==> src/rtl/spi_slave_fifo.sv <==
// ----------------------------------------------------------------------------
// spi_slave_fifo
//   Oversampled SPI slave for the SUMP front end. SPI pins are synchronised
//   into the clk domain. All four CPOL/CPHA modes are supported. Received
//   words go to an RX FIFO and transmitted words come from a TX FIFO. Both
//   FIFOs use valid/ready handshakes. Error flags are sticky.
//
// Ports:
//   clk, rst_n         system clock, asynchronous active-low reset
//   spi_mode           {CPOL,CPHA}, latched when chip select falls
//   spi_cs_n/sclk/mosi raw SPI pins (asynchronous to clk)
//   spi_miso, _oe      registered slave output and its drive enable
//   rx_data/valid/rdy  RX FIFO head, first-word-fall-through
//   tx_data/valid/rdy  TX FIFO push side
//   rx_level/tx_level  FIFO occupancy
//   busy               synchronised chip select is active
//   status             sticky {frame_err, tx_underrun, rx_overflow}
//   clr_status         one-cycle pulse clears status (new events win)
// ----------------------------------------------------------------------------

// Synchronous first-word-fall-through FIFO. Pointers carry one extra MSB so
// that full and empty can be told apart. A pop frees a slot in the same
// cycle, so a push into a full FIFO is taken while the head is being popped.
module spi_slave_fifo_buf #(
  parameter int WIDTH = 8,
  parameter int DEPTH = 16
) (
  input  logic                     clk,
  input  logic                     rst_n,
  input  logic                     push,
  input  logic [WIDTH-1:0]         push_data,
  input  logic                     pop,
  output logic [WIDTH-1:0]         head,
  output logic                     empty,
  output logic                     full,
  output logic [$clog2(DEPTH):0]   level
);
  localparam int AW = $clog2(DEPTH);

  logic [WIDTH-1:0] mem [DEPTH];
  logic [AW:0]      wr_ptr;
  logic [AW:0]      rd_ptr;
  logic             do_push;
  logic             do_pop;

  assign empty   = (wr_ptr == rd_ptr);
  assign full    = (wr_ptr[AW] != rd_ptr[AW]) && (wr_ptr[AW-1:0] == rd_ptr[AW-1:0]);
  assign level   = wr_ptr - rd_ptr;
  assign do_pop  = pop && !empty;
  assign do_push = push && (!full || do_pop);
  // The head reads as zero while empty so the RX output is clean after reset.
  assign head    = empty ? '0 : mem[rd_ptr[AW-1:0]];

  // Pointer update; both wrap naturally through the extra MSB.
  always_ff @(posedge clk or negedge rst_n) begin
    if (!rst_n) begin
      wr_ptr <= '0;
      rd_ptr <= '0;
    end else begin
      if (do_push) wr_ptr <= wr_ptr + 1'b1;
      if (do_pop)  rd_ptr <= rd_ptr + 1'b1;
    end
  end

  // Storage needs no reset; it is only observed through a valid head.
  always_ff @(posedge clk) begin
    if (do_push) mem[wr_ptr[AW-1:0]] <= push_data;
  end
endmodule

module spi_slave_fifo #(
  parameter int                DATA_W      = 8,
  parameter int                RX_DEPTH    = 16,
  parameter int                TX_DEPTH    = 16,
  parameter int                SYNC_STAGES = 2,
  parameter int                MSB_FIRST   = 1,
  parameter logic [DATA_W-1:0] IDLE_WORD   = '0
) (
  input  logic                      clk,
  input  logic                      rst_n,
  input  logic [1:0]                spi_mode,
  input  logic                      spi_cs_n,
  input  logic                      spi_sclk,
  input  logic                      spi_mosi,
  output logic                      spi_miso,
  output logic                      spi_miso_oe,
  output logic [DATA_W-1:0]         rx_data,
  output logic                      rx_valid,
  input  logic                      rx_ready,
  input  logic [DATA_W-1:0]         tx_data,
  input  logic                      tx_valid,
  output logic                      tx_ready,
  output logic [$clog2(RX_DEPTH):0] rx_level,
  output logic [$clog2(TX_DEPTH):0] tx_level,
  output logic                      busy,
  output logic [2:0]                status,
  input  logic                      clr_status
);
  localparam int               CW       = $clog2(DATA_W + 1);
  localparam logic [CW-1:0]    FULL_CNT = CW'(DATA_W);

  typedef enum logic [1:0] {IDLE, LOAD, ACTIVE} state_t;

  state_t                  state;
  logic [SYNC_STAGES-1:0]  sclk_sync;
  logic [SYNC_STAGES-1:0]  cs_sync;
  logic [SYNC_STAGES-1:0]  mosi_sync;
  logic                    sclk_d;
  logic                    cs_d;
  logic                    sclk_s;
  logic                    cs_s;
  logic                    mosi_s;

  logic [1:0]              mode_q;
  logic [DATA_W-1:0]       tx_shift;
  logic [DATA_W-1:0]       rx_shift;
  logic [CW-1:0]           bit_cnt;
  logic                    first_shift;
  logic                    underrun_pend;

  logic                    cpol;
  logic                    cpha;
  logic                    leading;
  logic                    trailing;
  logic                    sample_edge;
  logic                    shift_edge;
  logic                    cs_fall;
  logic                    in_word;
  logic                    reload;
  logic                    tx_pop;
  logic [DATA_W-1:0]       load_word;
  logic [DATA_W-1:0]       next_shift;
  logic                    rx_push;
  logic                    ev_overflow;
  logic                    ev_underrun;
  logic                    ev_frame;

  logic [DATA_W-1:0]       tx_head;
  logic                    tx_empty;
  logic                    tx_full;
  logic                    rx_empty;
  logic                    rx_full;

  function automatic logic first_bit(input logic [DATA_W-1:0] w);
    return (MSB_FIRST != 0) ? w[DATA_W-1] : w[0];
  endfunction

  function automatic logic [DATA_W-1:0] shift_out(input logic [DATA_W-1:0] w);
    return (MSB_FIRST != 0) ? {w[DATA_W-2:0], 1'b0} : {1'b0, w[DATA_W-1:1]};
  endfunction

  function automatic logic [DATA_W-1:0] shift_in(input logic [DATA_W-1:0] w, input logic b);
    return (MSB_FIRST != 0) ? {w[DATA_W-2:0], b} : {b, w[DATA_W-1:1]};
  endfunction

  // Pin synchronisers plus one extra copy for edge detection. Presets match
  // an idle, deselected bus so no edge is seen coming out of reset.
  always_ff @(posedge clk or negedge rst_n) begin
    if (!rst_n) begin
      sclk_sync <= '0;
      cs_sync   <= '1;
      mosi_sync <= '0;
      sclk_d    <= 1'b0;
      cs_d      <= 1'b1;
    end else begin
      sclk_sync <= {sclk_sync[SYNC_STAGES-2:0], spi_sclk};
      cs_sync   <= {cs_sync[SYNC_STAGES-2:0], spi_cs_n};
      mosi_sync <= {mosi_sync[SYNC_STAGES-2:0], spi_mosi};
      sclk_d    <= sclk_sync[SYNC_STAGES-1];
      cs_d      <= cs_sync[SYNC_STAGES-1];
    end
  end

  assign sclk_s = sclk_sync[SYNC_STAGES-1];
  assign cs_s   = cs_sync[SYNC_STAGES-1];
  assign mosi_s = mosi_sync[SYNC_STAGES-1];

  // Edge classification uses the mode latched at chip-select fall. A reload
  // happens on a shift edge with no bits counted, except the very first
  // shift edge of a selection (CPHA=1 keeps the word loaded in LOAD).
  always_comb begin
    cpol        = mode_q[1];
    cpha        = mode_q[0];
    leading     = (sclk_s != sclk_d) && (sclk_s != cpol);
    trailing    = (sclk_s != sclk_d) && (sclk_s == cpol);
    sample_edge = cpha ? trailing : leading;
    shift_edge  = cpha ? leading  : trailing;
    cs_fall     = !cs_s && cs_d;
    in_word     = (state == ACTIVE) && !cs_s;
    reload      = in_word && shift_edge && (bit_cnt == '0) && !first_shift;
    tx_pop      = ((state == LOAD) || reload) && !tx_empty;
    load_word   = tx_empty ? IDLE_WORD : tx_head;
    next_shift  = shift_out(tx_shift);
    rx_push     = (state == ACTIVE) && (bit_cnt == FULL_CNT);
    ev_overflow = rx_push && rx_full && !(rx_valid && rx_ready);
    // A filler word reloaded after the last bit is only an underrun once the
    // master actually clocks a bit of it; LOAD always flags immediately.
    ev_underrun = ((state == LOAD) && tx_empty) ||
                  (in_word && sample_edge && underrun_pend);
    ev_frame    = (state == ACTIVE) && cs_s && (bit_cnt != '0) && (bit_cnt != FULL_CNT);
  end

  // Transfer state machine with registered MISO, drive enable and busy.
  always_ff @(posedge clk or negedge rst_n) begin
    if (!rst_n) begin
      state         <= IDLE;
      mode_q        <= 2'b00;
      busy          <= 1'b0;
      spi_miso_oe   <= 1'b0;
      spi_miso      <= 1'b0;
      tx_shift      <= '0;
      rx_shift      <= '0;
      bit_cnt       <= '0;
      first_shift   <= 1'b0;
      underrun_pend <= 1'b0;
    end else begin
      case (state)
        IDLE: begin
          if (cs_fall) begin
            mode_q <= spi_mode;
            busy   <= 1'b1;
            state  <= LOAD;
          end
        end
        LOAD: begin
          tx_shift      <= load_word;
          spi_miso      <= first_bit(load_word);
          spi_miso_oe   <= 1'b1;
          first_shift   <= 1'b1;
          bit_cnt       <= '0;
          underrun_pend <= 1'b0;
          state         <= ACTIVE;
        end
        ACTIVE: begin
          if (cs_s) begin
            state         <= IDLE;
            spi_miso_oe   <= 1'b0;
            spi_miso      <= 1'b0;
            busy          <= 1'b0;
            bit_cnt       <= '0;
            underrun_pend <= 1'b0;
          end else begin
            if (sample_edge) begin
              rx_shift      <= shift_in(rx_shift, mosi_s);
              bit_cnt       <= bit_cnt + 1'b1;
              underrun_pend <= 1'b0;
            end else if (bit_cnt == FULL_CNT) begin
              bit_cnt <= '0;
            end
            if (shift_edge) begin
              first_shift <= 1'b0;
              if (reload) begin
                tx_shift      <= load_word;
                spi_miso      <= first_bit(load_word);
                underrun_pend <= tx_empty;
              end else if (bit_cnt != '0) begin
                tx_shift <= next_shift;
                spi_miso <= first_bit(next_shift);
              end
            end
          end
        end
        default: state <= IDLE;
      endcase
    end
  end

  // Sticky error flags; an event in the clearing cycle still sets its bit.
  always_ff @(posedge clk or negedge rst_n) begin
    if (!rst_n) begin
      status <= 3'b000;
    end else begin
      status <= (clr_status ? 3'b000 : status) | {ev_frame, ev_underrun, ev_overflow};
    end
  end

  spi_slave_fifo_buf #(.WIDTH(DATA_W), .DEPTH(RX_DEPTH)) u_rx_fifo (
    .clk       (clk),
    .rst_n     (rst_n),
    .push      (rx_push),
    .push_data (rx_shift),
    .pop       (rx_ready),
    .head      (rx_data),
    .empty     (rx_empty),
    .full      (rx_full),
    .level     (rx_level)
  );

  spi_slave_fifo_buf #(.WIDTH(DATA_W), .DEPTH(TX_DEPTH)) u_tx_fifo (
    .clk       (clk),
    .rst_n     (rst_n),
    .push      (tx_valid && tx_ready),
    .push_data (tx_data),
    .pop       (tx_pop),
    .head      (tx_head),
    .empty     (tx_empty),
    .full      (tx_full),
    .level     (tx_level)
  );

  assign rx_valid = !rx_empty;
  assign tx_ready = !tx_full;
endmodule

==> config.mk <==
export PLATFORM = sky130hd
export DESIGN_NAME = spi_slave_fifo
export DESIGN_NICKNAME = d
export VERILOG_FILES = /design/src/rtl/spi_slave_fifo.sv
export SDC_FILE = /design/constraint.sdc
export NUM_CORES = 1
export LEC_CHECK = 0
export CORE_ASPECT_RATIO = 0.9
export CORE_MARGIN = 2
export CORE_UTILIZATION = 45
export CTS_CLUSTER_DIAMETER = 100
export DETAILED_ROUTE_END_ITERATION = 7
export PLACE_DENSITY_LB_ADDON = 0.25
export SLEW_MARGIN = 20
export SYNTH_ARGS = -nofsm -noshare
export SYNTH_HDL_FRONTEND = slang
export SYNTH_SLANG_ARGS = --single-unit
==> constraint.sdc <==
create_clock -name clk -period 3.9 [get_ports clk]
set_clock_uncertainty 0.05 [all_clocks]
set_input_delay 0.78 -clock clk [delete_from_list [all_inputs] [get_ports clk]]
set_output_delay 0.78 -clock clk [all_outputs]
set_load 0.005 [all_outputs]
==> flow_summary.toml <==
[synth]
yosysMostFrequentCell = "edfxtp_1"
synth_edf_count = 256
synth_ff_type = "edfxtp_1"
async_flop_share = 0.187
synth-seq-cells = 315
synth_commonest_cells = "edfxtp_1 (256), mux4_2 (73), dfrtp_1 (56), inv_1 (31), nand2_1 (24)"
syn_avg_cell_area_sq_um = 18.3
synthCells = 707
synth_top_area_share = 0.593
syn-num-nets = 750
ys_warn_count = 0
synth_area_sq_um = 13000
synth_top_area_cell = "edfxtp_1"
yosysUniqueCellTypes = 54
yosysSeqAreaShare = 0.707
netlist_top_cells_area = "edfxtp_1 (59%), mux4_2 (13%), dfrtp_1 (11%)"

[setup_path]
required_ns = 3.07
path_cells = "buf_4, ha_1, fa_1, inv_1, a21o_1, a21oi_1, xnor2_1, clkdlybuf4s50_1"
cp_max_fo = 10
worstPathBufferInverterCount = 3
crit_arrival_ns = 2.87
start_kind = "register"
critPathMaxStageDelay_ns = 0.55
slowest_stage = "dfrtp_4"
end_kind = "output port"
cp_top_family = "buffers and inverters"
worst-setup-path-type = "register to output port"

[flow_run]
cap_violations = 0

[sta]
tns_ns = 0
relSlewSlack = 0.369
finalHoldViolations = 0
setup_slack_ns = 0.196
rsz0062_at_grt = "false"
timing.fmax_mhz = 270
worst_pin_slew_ns = 0.947
slew_viol_final = 0
period_needed_ns = 3.70
period_share = 0.950
setup_viol = 0

[clock_tree]
cts_buffers = 35
clockBufferDepth = 3
clkTransAtPathRegs_ns = 0.06
root_buffer = "clkbuf_16"
tritoncts = "yes"
h-tree-depth = 2
cts_sinks = 315
clock_latency_ns = 0.52

[place]
place_congestion = 0.809
portBuffers = 43
dp_hpwl_um = 17600
pre_cts_ws_ns = 0.436

[layout]
diodes = 0
fill_cells = 2210
drive_above_1_share = 0.217
syn_to_final_growth_pct = 16.3
fin_nets = 827

[global_routing]
antenna_found_initial = 0
grt_pass1_vias = 7024
grt_start_max_net_pins = 43
grt_usage = 0.187
grt_overflow_total = 0
grt_pass1_wl_um = 41800

[outcome]
status = "complete, no violations"

[route]
ant_nets = 0
vias = 6776
drt_first_pass_iters = 5
drt_iter0_markers = 647
drc = 0
via_per_inst = 5.79
drt-total-wl_um = 27300
wl_per_cell_um = 23.3

[pwr]
total_power_mw = 10.9
p_leak_nw = 5.29
ir_drop_mv = 0.474
powerDensity_nw_per_um2 = 722

[floorplanning]
coreArea_sq_um = 28200
initial_core_util = 0.460
io_pins = 44
die_w_um = 183
rows = 58
die_y_um = 165
dieArea_sq_um = 30200

[min_path]
hold_path_class = "register to register"
-- cell usage in the layout (no fill, tap or decap), drive strengths merged, types with 4 or more instances in the layout --
master / instances
edfxtp: 256
a21o: 5
mux2: 11
ha: 23
nor3b: 5
nand2b: 6
dfrtp: 56
clkdlybuf4s50: 42
mux4: 73
a31oi: 6
buf: 26
xnor2: 20
mux2i: 4
bufinv: 4
inv: 35
o21ai: 16
xor2: 5
o31ai: 5
nand4: 9
and2: 22
nor4: 4
nor2: 16
and3: 5
o22a: 6
clkbuf: 42
a22oi: 12
a21oi: 7
nor2b: 16
clkinv: 15
nand2: 24
a21boi: 6
-- layout make-up --
class	instances	area, sq um	share of cell area
clock buffers	42	923	0.0612
multi-input cells	332	3560	0.236
flip-flops and latches	315	9170	0.608
clock inverters	22	230	0.0153
repair buffers	68	626	0.0415
inverters	32	120	0.00796
well taps	360	450	0.0299
-- worst paths after layout --
check / from / end / slack, ns / cells past startpoint
setup reg to reg: u_tx_fifo.rd_ptr[3] / u_tx_fifo.mem[5][2] / 0.86 / 7
max in group asynchronous: rst_n / rx_shift[5] / 2.59 / 2
hold reg to reg: cs_sync[0] / cs_sync[1] / 0.31 / 0
setup / recovery: u_rx_fifo.rd_ptr[0] / rx_level[4] / 0.20 / 8
min in group asynchronous: rst_n / u_rx_fifo.wr_ptr[4] / 0.37 / 1
hold / removal: cs_sync[0] / cs_sync[1] / 0.31 / 0
-- per-layer routing --
metal,part of all wire,track usage,up-vias
met3,0.063,0.0344,41
met2,0.46,0.282,253
li1,-,-,2951
met1,0.46,0.280,3531
met5,0,0,-
met4,0.016,0.0527,0
-- flip-flops by register name, summed over array words and instances, names as in the netlist, 2 cells and up --
name,count
tx_shift,7
sclk_sync,2
u_rx_fifo.rd_ptr,5
mode_q,2
cs_sync,2
rx_shift,8
u_tx_fifo.mem,128
bit_cnt,4
u_rx_fifo.wr_ptr,5
u_rx_fifo.mem,128
mosi_sync,2
u_tx_fifo.wr_ptr,5
state,2
status,3
u_tx_fifo.rd_ptr,5
-- through the flow --
step | util | std cells | hold WS, ns | cell area [sq um]
after floorplan | - | 707 | 0.281 | 13000
after global placement | 0.492 | 1099 | 0.292 | 13900
after detailed placement | 0.492 | 1099 | 0.286 | 13900
after CTS | 0.534 | 1163 | 0.308 | 15000
after global routing | 0.536 | 1171 | 0.314 | 15100
final | 0.536 | 1171 | 0.306 | 15100
-- power breakdown --
group,internal [mW],switching (mW),leakage [nW],total [mW]
combinational,1.65,1.66,1.63,3.31
clock,1.97,1.31,0.575,3.28
sequential,4.02,0.273,3.09,4.29
-- what timing repair did --
item | CTS | global route
endpoints found under the setup margin | 4 | 3
buffers inserted | 0 | 8
resized for setup | 1 | 0
hold buffers | 0 | 0
endpoints found under the hold margin | 0 | 0
-- kinds of logic after synthesis --
group,after synthesis,synth area share
DFF,315,0.707
and+or+nand+nor,119,0.0510
muxes,88,0.140
AOI/OAI and AO/OA,75,0.0411
buffers and inverters,60,0.0184
xor gates and xnor gates,25,0.0175
adders and majority gates,25,0.0253
No activity file was read; power rests on OpenSTA's default activity.
